**src/rtl/db_copy_engine_pkg.sv**
```systemverilog
// Shared data-bus encodings for the copy engine and its bus interface.
// Mirrors the access/length codes the CPU_MMU uses on the same bus.
package db_copy_engine_pkg;

    localparam int DB_ADDR_W = 32;
    localparam int DB_DATA_W = 32;

    typedef enum logic [1:0] {
        MEM_ACCESS_NONE = 2'd0,
        MEM_ACCESS_R    = 2'd1,
        MEM_ACCESS_W    = 2'd2,
        MEM_ACCESS_X    = 2'd3
    } MEM_ACCESS_T;

    typedef enum logic [1:0] {
        MEM_LEN_B = 2'd0,
        MEM_LEN_H = 2'd1,
        MEM_LEN_W = 2'd2
    } MEM_LEN;

    // Number of bytes moved by one access of the given size.
    function automatic logic [2:0] len_bytes(input MEM_LEN l);
        case (l)
            MEM_LEN_W: return 3'd4;
            MEM_LEN_H: return 3'd2;
            default:   return 3'd1;
        endcase
    endfunction

endpackage

```
**src/rtl/db_copy_engine_if.sv**
```systemverilog
// Data-bus request/response bundle; the engine is a master, memory/IO a slave.
interface db_copy_engine_if;
    import db_copy_engine_pkg::*;

    logic [DB_ADDR_W-1:0] db_addr;
    logic [DB_DATA_W-1:0] db_dataOut;
    logic [DB_DATA_W-1:0] db_dataIn;
    MEM_ACCESS_T          db_accessType;
    MEM_LEN               db_memLen;
    logic                 db_io;
    logic                 db_ready;

    modport master (
        output db_addr, db_dataOut, db_accessType, db_memLen, db_io,
        input  db_dataIn, db_ready
    );

    modport slave (
        input  db_addr, db_dataOut, db_accessType, db_memLen, db_io,
        output db_dataIn, db_ready
    );

endinterface

```
**src/rtl/db_copy_engine.sv**
```systemverilog
// Second data-bus master: copies a byte block with paired read/write transactions,
// using word accesses when both ends are aligned, or streams bytes to a fixed IO port.
module db_copy_engine
    import db_copy_engine_pkg::*;
#(
    parameter int LEN_W = 16
) (
    input  logic              clk,
    input  logic              res,
    input  logic              start,
    input  logic [31:0]       src,
    input  logic [31:0]       dst,
    input  logic [LEN_W-1:0]  len,
    input  logic              dst_io,
    input  logic              abort,
    output logic              busy,
    output logic              done,
    output logic [LEN_W-1:0]  xfer_cnt,
    db_copy_engine_if.master  db
);

    typedef enum logic [2:0] {
        ST_IDLE  = 3'd0,
        ST_RD    = 3'd1,
        ST_LATCH = 3'd2,
        ST_WR    = 3'd3,
        ST_DONE  = 3'd4
    } copy_state_t;

    copy_state_t      state;
    logic [31:0]      cur_src;
    logic [31:0]      cur_dst;
    logic [LEN_W-1:0] rem;
    logic             io_q;

    logic [2:0]       step;
    logic [31:0]      nxt_src;
    logic [31:0]      nxt_dst;
    logic [LEN_W-1:0] nxt_rem;

    // Word only when both ends are aligned, enough bytes remain and memory is the target.
    function automatic MEM_LEN pick_size(input logic [31:0] s, input logic [31:0] d,
                                         input logic [LEN_W-1:0] r, input logic io);
        if (s[1:0] == 2'b00 && d[1:0] == 2'b00 && r >= LEN_W'(4) && !io)
            return MEM_LEN_W;
        return MEM_LEN_B;
    endfunction

    // The registered bus size stays fixed across RD/LATCH/WR, so it sets the stride.
    always_comb begin
        step    = len_bytes(db.db_memLen);
        nxt_src = cur_src + 32'(step);
        nxt_dst = io_q ? cur_dst : cur_dst + 32'(step);
        nxt_rem = rem - LEN_W'(step);
    end

    always_ff @(posedge clk or negedge res) begin
        if (!res) begin
            state            <= ST_IDLE;
            cur_src          <= '0;
            cur_dst          <= '0;
            rem              <= '0;
            io_q             <= 1'b0;
            busy             <= 1'b0;
            done             <= 1'b0;
            xfer_cnt         <= '0;
            db.db_addr       <= '0;
            db.db_dataOut    <= '0;
            db.db_accessType <= MEM_ACCESS_NONE;
            db.db_memLen     <= MEM_LEN_B;
            db.db_io         <= 1'b0;
        end else begin
            done <= 1'b0;
            case (state)
                ST_IDLE: begin
                    db.db_accessType <= MEM_ACCESS_NONE;
                    if (start) begin
                        cur_src  <= src;
                        cur_dst  <= dst;
                        rem      <= len;
                        io_q     <= dst_io;
                        xfer_cnt <= '0;
                        if (len == '0) begin
                            state <= ST_DONE;
                            done  <= 1'b1;
                        end else begin
                            state            <= ST_RD;
                            busy             <= 1'b1;
                            db.db_addr       <= src;
                            db.db_accessType <= MEM_ACCESS_R;
                            db.db_memLen     <= pick_size(src, dst, len, dst_io);
                            db.db_io         <= 1'b0;
                        end
                    end
                end

                ST_RD: begin
                    if (abort) begin
                        state            <= ST_IDLE;
                        busy             <= 1'b0;
                        db.db_accessType <= MEM_ACCESS_NONE;
                    end else if (db.db_ready) begin
                        state            <= ST_LATCH;
                        db.db_accessType <= MEM_ACCESS_NONE;
                    end
                end

                // Read data is registered by the responder, so it is valid here.
                ST_LATCH: begin
                    if (abort) begin
                        state <= ST_IDLE;
                        busy  <= 1'b0;
                    end else begin
                        state            <= ST_WR;
                        db.db_dataOut    <= db.db_dataIn;
                        db.db_addr       <= cur_dst;
                        db.db_accessType <= MEM_ACCESS_W;
                        db.db_io         <= io_q;
                    end
                end

                // A write accepted on the same edge as abort is committed and counted.
                ST_WR: begin
                    if (db.db_ready) begin
                        cur_src  <= nxt_src;
                        cur_dst  <= nxt_dst;
                        rem      <= nxt_rem;
                        xfer_cnt <= xfer_cnt + LEN_W'(step);
                        if (abort) begin
                            state            <= ST_IDLE;
                            busy             <= 1'b0;
                            db.db_accessType <= MEM_ACCESS_NONE;
                        end else if (nxt_rem == '0) begin
                            state            <= ST_DONE;
                            busy             <= 1'b0;
                            done             <= 1'b1;
                            db.db_accessType <= MEM_ACCESS_NONE;
                        end else begin
                            state            <= ST_RD;
                            db.db_addr       <= nxt_src;
                            db.db_accessType <= MEM_ACCESS_R;
                            db.db_memLen     <= pick_size(nxt_src, nxt_dst, nxt_rem, io_q);
                            db.db_io         <= 1'b0;
                        end
                    end else if (abort) begin
                        state            <= ST_IDLE;
                        busy             <= 1'b0;
                        db.db_accessType <= MEM_ACCESS_NONE;
                    end
                end

                ST_DONE: begin
                    state <= ST_IDLE;
                end

                default: begin
                    state            <= ST_IDLE;
                    busy             <= 1'b0;
                    db.db_accessType <= MEM_ACCESS_NONE;
                end
            endcase
        end
    end

endmodule
```
**src/flat_wrapper.sv**
```systemverilog
// flat-port wrapper written by rule: the top's interface ports become plain ports
module db_copy_engine_flat import db_copy_engine_pkg::*;
#(
    parameter int LEN_W = 16
)
  (clk, res, start, src, dst, len, dst_io, abort, busy, done, xfer_cnt, db_db_addr, db_db_dataOut, db_db_accessType, db_db_memLen, db_db_io, db_db_dataIn, db_db_ready);
  db_copy_engine_if db_i ();
  input  logic clk;
  input  logic res;
  input  logic start;
  input  logic [31:0] src;
  input  logic [31:0] dst;
  input  logic [LEN_W-1:0] len;
  input  logic dst_io;
  input  logic abort;
  output logic busy;
  output logic done;
  output logic [LEN_W-1:0] xfer_cnt;
  output wire logic [$bits(db_i.db_addr)-1:0] db_db_addr;
  output wire logic [$bits(db_i.db_dataOut)-1:0] db_db_dataOut;
  output wire logic [$bits(db_i.db_accessType)-1:0] db_db_accessType;
  output wire logic [$bits(db_i.db_memLen)-1:0] db_db_memLen;
  output wire logic [$bits(db_i.db_io)-1:0] db_db_io;
  input wire logic [$bits(db_i.db_dataIn)-1:0] db_db_dataIn;
  input wire logic [$bits(db_i.db_ready)-1:0] db_db_ready;
  assign db_db_addr = db_i.db_addr;
  assign db_db_dataOut = db_i.db_dataOut;
  assign db_db_accessType = db_i.db_accessType;
  assign db_db_memLen = db_i.db_memLen;
  assign db_db_io = db_i.db_io;
  assign db_i.db_dataIn = db_db_dataIn;
  assign db_i.db_ready = db_db_ready;
  db_copy_engine #(.LEN_W(LEN_W)) u_core (.clk(clk), .res(res), .start(start), .src(src), .dst(dst), .len(len), .dst_io(dst_io), .abort(abort), .busy(busy), .done(done), .xfer_cnt(xfer_cnt), .db(db_i));
endmodule
```
**config.mk**
```make
export PLATFORM = sky130hd
export DESIGN_NAME = db_copy_engine_flat
export DESIGN_NICKNAME = d
export VERILOG_FILES = /design/src/rtl/db_copy_engine_pkg.sv /design/src/rtl/db_copy_engine_if.sv /design/src/rtl/db_copy_engine.sv /design/src/flat_wrapper.sv
export SDC_FILE = /design/constraint.sdc
export NUM_CORES = 1
export LEC_CHECK = 0
export BUFFER_PORTS_ARGS = -buffer_cell sky130_fd_sc_hd__buf_2
export CORE_ASPECT_RATIO = 1.5
export CORE_MARGIN = 3
export CORE_UTILIZATION = 50
export DETAILED_ROUTE_END_ITERATION = 16
export GPL_TIMING_DRIVEN = 0
export PLACE_DENSITY = 0.82
export SYNTH_ARGS = -nofsm -noshare
export SYNTH_HDL_FRONTEND = slang
export SYNTH_SLANG_ARGS = --single-unit
```
**constraint.sdc**
```tcl
create_clock -name clk -period 3.1 [get_ports clk]
set_input_delay 0 -clock clk [delete_from_list [all_inputs] [get_ports clk]]
set_output_delay 0 -clock clk [all_outputs]
set_load 0.05 [all_outputs]
```
Yosys cells after proc, flatten, opt, wreduce, memory -nomap -nowiden:

Index checks and enable logic that the tools add are counted.

* logic and storage cells: 145
* register bits: 171

* multiplexer cells: 80
* equal/unequal tests: 16
* add/subtract/negate cells: 4
* reductions and logical operators: 27
* bitwise gates (word level): 2
* order comparisons: 2

Operators by type and width (number)
* $mux W32: 11
* $pmux W32 S2: 2
* $pmux W32 S3: 1
* $add A32 B3 Y32: 2
* $mux W16: 4
* $pmux W16 S2: 2
* $mux W2: 17
* $ge A16 B3 Y1 const B: 2
* $logic_not A16 Y1: 2
* $mux W1: 28
* $mux W3: 8
* $add A16 B3 Y16: 1
* $sub A16 B3 Y16: 1
* $ne A2 B2 Y1 const B: 7
* $pmux W3 S4: 1
* $reduce_and A4 Y1: 3
* $pmux W2 S5: 1
* $logic_not A2 Y1: 4
* $reduce_and A7 Y1: 1
* $eq A3 B2 Y1 const B: 2
* $logic_and A1 B1 Y1: 6
* $ne A3 B3 Y1 const B: 2
* $pmux W3 S2: 1
* $reduce_and A3 Y1: 2
* other kinds (17): 20

Depth between registers and ports, before layout:

* depth in word-level cells: 18
* depth in mapped cells: 13
* depth with buffers taken out: 10

Least setup slack after synthesis:

Ideal clock, no wire load.

* kind: register to register
* from: reg u_core.db.db_memLen[1]
* to: reg u_core.db.db_addr[11]
* arrival time: 3.551 ns
* setup slack: -0.576 ns
* clock period less this slack: 3.676 ns
* setup time: 0.125 ns
* required time: 2.975 ns
* cell stages (with the launch flop): 13
* cells stage by stage: dfrtp_1 -> inv_1 -> ha_1 -> or4_4 -> a211oi_1 -> xnor2_1 -> nand3_1 -> or4_1 -> buf_2 -> o21a_1 -> buf_6 -> buf_6 -> mux2_4

* longest elaborated chain between the ends: 7

RTL lines
* start: declaration: RTL line db_copy_engine_if.sv:14 `output db_addr, db_dataOut, db_accessType, db_memLen, db_io,`
* start signal: assignment: RTL line db_copy_engine.sv:91 `db.db_memLen <= pick_size(src, dst, len, dst_io);`
* start signal: assignment: RTL line db_copy_engine.sv:142 `db.db_memLen <= pick_size(nxt_src, nxt_dst, nxt_rem, io_q);`
* $eq A2 B1 Y1 / $eq A2 B2 Y1 (equally long branches): RTL line db_copy_engine_pkg.sv:23 `case (l)`
* $pmux W3 S2 *: RTL line db_copy_engine_pkg.sv:23
* $add A32 B3 Y32: RTL line db_copy_engine.sv:52 `nxt_src = cur_src + 32'(step);`
* $mux W32: RTL line db_copy_engine.sv:133 `end else if (nxt_rem == '0) begin`
* $mux W32: RTL line db_copy_engine.sv:129 `if (abort) begin`
* $mux W32: RTL line db_copy_engine.sv:124 `if (db.db_ready) begin`
* $pmux W32 S3: RTL line db_copy_engine.sv:74 `case (state)`
* end signal: assignment: RTL line db_copy_engine.sv:89 `db.db_addr <= src;`
* end signal: assignment: RTL line db_copy_engine.sv:116 `db.db_addr <= cur_dst;`
* end signal: assignment: RTL line db_copy_engine.sv:140 `db.db_addr <= nxt_src;`
* end: declaration: RTL line db_copy_engine_if.sv:14

Mark *: on every way between the ends. The rest lies on a longest branch, timed or not. The select of a mux whose other input is x is not followed.
A chain may end at the register's enable or synchronous reset.

Worst setup path in the final report:

* from: reg u_core.db.db_memLen[1]
* to: reg u_core.db.db_addr[19]

Same word-level chain as after synthesis.

==> results.sh <==
export IMPL_slew_headroom=0.420
export IMPL_fin_area_um2=13300
export IMPL_drc=0
export IMPL_outcome="finished clean"
export IMPL_cp_max_fo=10
export IMPL_finalMaxSlewViolations=0
export IMPL_clock_sinks=170
export IMPL_clock_skew_ns=0.0132
export IMPL_dieArea_um2=21300
export IMPL_reg2reg_from="u_core.db.db_memLen[1]$_DFFE_PN0P_"
export IMPL_syn2layout_area_growth_pct=35.9
export IMPL_required_ns=3.43
export IMPL_finalCriticalPeriod_ns=3.10
export IMPL_clkTransAtPathRegs_ns=0.07
export IMPL_setup_ws_ns=0.00434
export IMPL_antenna_cells=0
export IMPL_worstMarginPinSlew_ns=0.870
export IMPL_yosysSeqAreaShare=0.435
export IMPL_dp_slack_ns=-0.278
export IMPL_nets=1566
export IMPL_multi_input_area_um2=5260
export IMPL_leakage_uw=0.00585
export IMPL_cts_tree="done"
export IMPL_io_buffers=203
export IMPL_yosys_top_cells_count="dfrtp_1 (170), nand2_1 (107), o21ai_0 (103)"
export IMPL_hold_class="input port to async pin"
export IMPL_die_w_um=120
export IMPL_synthAdderAreaFrac=0.0154
export IMPL_gr_total_overflow=0
export IMPL_synth_compound_area_frac=0.197
export IMPL_hold_viol_final=0
export IMPL_synth_top_flop_cell="dfrtp_1"
export IMPL_dp_hpwl_um=25500
export IMPL_antenna_found_initial=0
export IMPL_htreeDepth=4
export IMPL_vias_per_cell=6.35
export IMPL_final_core_util=0.693
export IMPL_met3_length_um=3950
export IMPL_synth_most_common_cell="dfrtp_1"
export IMPL_setup_tns_ns=0
export IMPL_synth_top_area_cell="dfrtp_1"
export IMPL_routed_wl_um=38400
export IMPL_rsz0062_at_grt="yes"
export IMPL_yosys_area_top_type_share=0.435
export IMPL_startpoint_type="flip-flop"
export IMPL_final_antenna_net_count=0
export IMPL_fillers=1427
export IMPL_cts_buffers=17
export IMPL_synth_edf_count=0
export IMPL_clk_latency_ns=0.45
export IMPL_max_cap_violations=0
export IMPL_cp_arrival_ns=3.43
export IMPL_power_density_nw_per_um2=1040
export IMPL_max_freq_mhz=323
export IMPL_grt_pass1_wl_um=58400
export IMPL_fin_crit_sh=0.999
export IMPL_dr_pass1_iters=6
export IMPL_syn_area_um2=9770
export IMPL_critical_path_class="flip-flop to flip-flop"
export IMPL_ff2ff_path_depth=13
export IMPL_met1_length_um=12600
export IMPL_wl_per_cell_um=22.5
export IMPL_synth_area_leaders="dfrtp_1 (44%), o21ai_0 (5.3%), a21oi_1 (5.2%)"
export IMPL_synthSimpleGateAreaFrac=0.179
export IMPL_place_gp_congestion=1.01
export IMPL_grt_pass1_vias=10800
export IMPL_seq_area_um2=4260
export IMPL_ys_types=66
export IMPL_synth_mux_area_fraction=0.0908
export IMPL_core_area_um2=19200
export IMPL_grt_max_degree=123
export IMPL_ir_drop_v=0.000483
export IMPL_clk_path_buf_depth=2
export IMPL_ff2ff_setup_slack_ns=0.004
export IMPL_postSynthNetCount=1204
export IMPL_die_h_um=177
export IMPL_synth_xor_area_share=0.0421
export IMPL_r2r_end="u_core.db.db_addr[19]$_DFFE_PN0P_"
export IMPL_vias=10800
export IMPL_setup_viol=0
export IMPL_place_area_um2=11200
export IMPL_yosysWarnings=0
export IMPL_power_total_uw=13800
export IMPL_drt_iter0_markers=1191
export IMPL_synth_seq_cells=170
export IMPL_routed_top_layer="met4"
export IMPL_rows=62
export IMPL_drive_gt1_frac=0.252
export IMPL_synthArstFlopShare=1.00
export IMPL_ioPinCount=205
export IMPL_synth_area_per_cell_um2=9.10
export IMPL_synth_top_family_by_area="compound AO/OA/AOI/OAI gates"
export IMPL_grt_use_total=0.356
export IMPL_syn_inst=1074
export IMPL_end_kind="flip-flop"
export IMPL_cts_root_buffer_cell="clkbuf_16"
export IMPL_start_util=0.510
export IMPL_dr_wl_met2_um=18300
state kept, by name, indices dropped and copies added (netlist names):
signal and flops:
u_core.db.db_addr 32, u_core.db.db_accessType 2, u_core.db.db_io 1, u_core.state 3, u_core.busy 1, u_core.rem 16, u_core.cur_dst 32, u_core.db.db_dataOut 32
u_core.io_q 1, u_core.xfer_cnt 16, u_core.done 1, u_core.cur_src 32, u_core.db.db_memLen 1
critical path, cell delays in order (launching register included):
cell and delay [ns]:
dfrtp_2 0.43, inv_4 0.10, buf_6 0.12, ha_4 0.15, ha_4 0.15, nand2b_4 0.13
nand4_1 0.15, xor2_1 0.23, nand3_1 0.12, or4_4 0.57, o21a_1 0.21, buf_6 0.16
buf_12 0.16, mux2_4 0.30
how the worst max path moves through the flow:
stage / from / end / slack [ns]
floorplan: u_core.db.db_memLen[1]$_DFFE_PN0P_ / u_core.db.db_addr[11]$_DFFE_PN0P_ / -0.12
global placement: res / u_core.db.db_memLen[1]$_DFFE_PN0P_ / -1.06
detailed placement: u_core.db.db_memLen[1]$_DFFE_PN0P_ / u_core.db.db_addr[31]$_DFFE_PN0P_ / -0.28
CTS: u_core.db.db_memLen[1]$_DFFE_PN0P_ / u_core.db.db_addr[19]$_DFFE_PN0P_ / -0.05
global route: u_core.db.db_memLen[1]$_DFFE_PN0P_ / u_core.db.db_addr[19]$_DFFE_PN0P_ / -0.08
finish: u_core.db.db_memLen[1]$_DFFE_PN0P_ / u_core.db.db_addr[19]$_DFFE_PN0P_ / 0.004
cells in the final DEF, fill, tap and decap left out, drive strengths merged, types with 7 or more instances in the layout:
master       synthesis  layout
buf                 10     237
dfrtp              170     170
dlygate4sd3          0     115
nand2              107     107
o21ai              104     104
a21oi              102     102
clkbuf              60      78
nor2                75      75
mux2                59      59
nand3               42      42
nor3                36      36
inv                 27      35
xnor2               27      27
xor2                20      20
o22ai               20      20
nand4               17      17
a221o               17      17
nor4                15      15
mux2i               14      14
and3                12      12
ha                  12      12
a21o                11      11
a22oi               10      10
or3                  9       9
a31oi                9       9
clkinv               0       7
final cells by class:
type,count,area share
Clock buffer,17,0.0320
Timing Repair Buffer,344,0.180
Buffer,69,0.0250
Clock inverter,15,0.0144
Inverter,27,0.00782
Multi-Input combinational cell,807,0.396
Tap cell,256,0.0241
Sequential cell,170,0.320
layer usage:
| layer | vias up | global-route usage |
|---|---|---|
| met3 | 299 | 0.0815 |
| li1 | 4649 | - |
| met5 | - | 0 |
| met1 | 5014 | 0.389 |
| met4 | 0 | 0.289 |
| met2 | 868 | 0.587 |
what timing repair did:
action / 4_1_cts / 5_1_grt
hold buffers: 115 / 0
setup endpoints to repair: 46 / 76
endpoints found under the hold margin: 190 / 0
resized for setup: 12 / 30
pin swaps: 6 / 9
setup buffers: 19 / 6
logic make-up (layout without fill, tap and decap cells):
kind of cell	Yosys count	after routing
AND/OR/NAND/NOR	357	357
AO/OA/AOI/OAI	317	317
flip-flops	170	170
buffers and inverters	97	472
multiplexers	73	73
XOR/XNOR	47	47
adder cells (fa/ha/maj)	12	12
other	1	1
metrics by stage:
step,instances,hold WS [ns]
6_report,1705,0.0635
4_1_cts,1699,0.0518
3_3_place_gp,1533,0.219
3_5_place_dp,1534,-0.0515
2_1_floorplan,1074,-0.296
5_1_grt,1705,0.0972
power breakdown:
group | total (µW) | internal, µW | switching (µW)
logic | 7430 | 2580 | 4860
clock network | 2230 | 1100 | 1120
registers | 4180 | 3200 | 973
No activity file was read; power rests on OpenSTA's default activity.
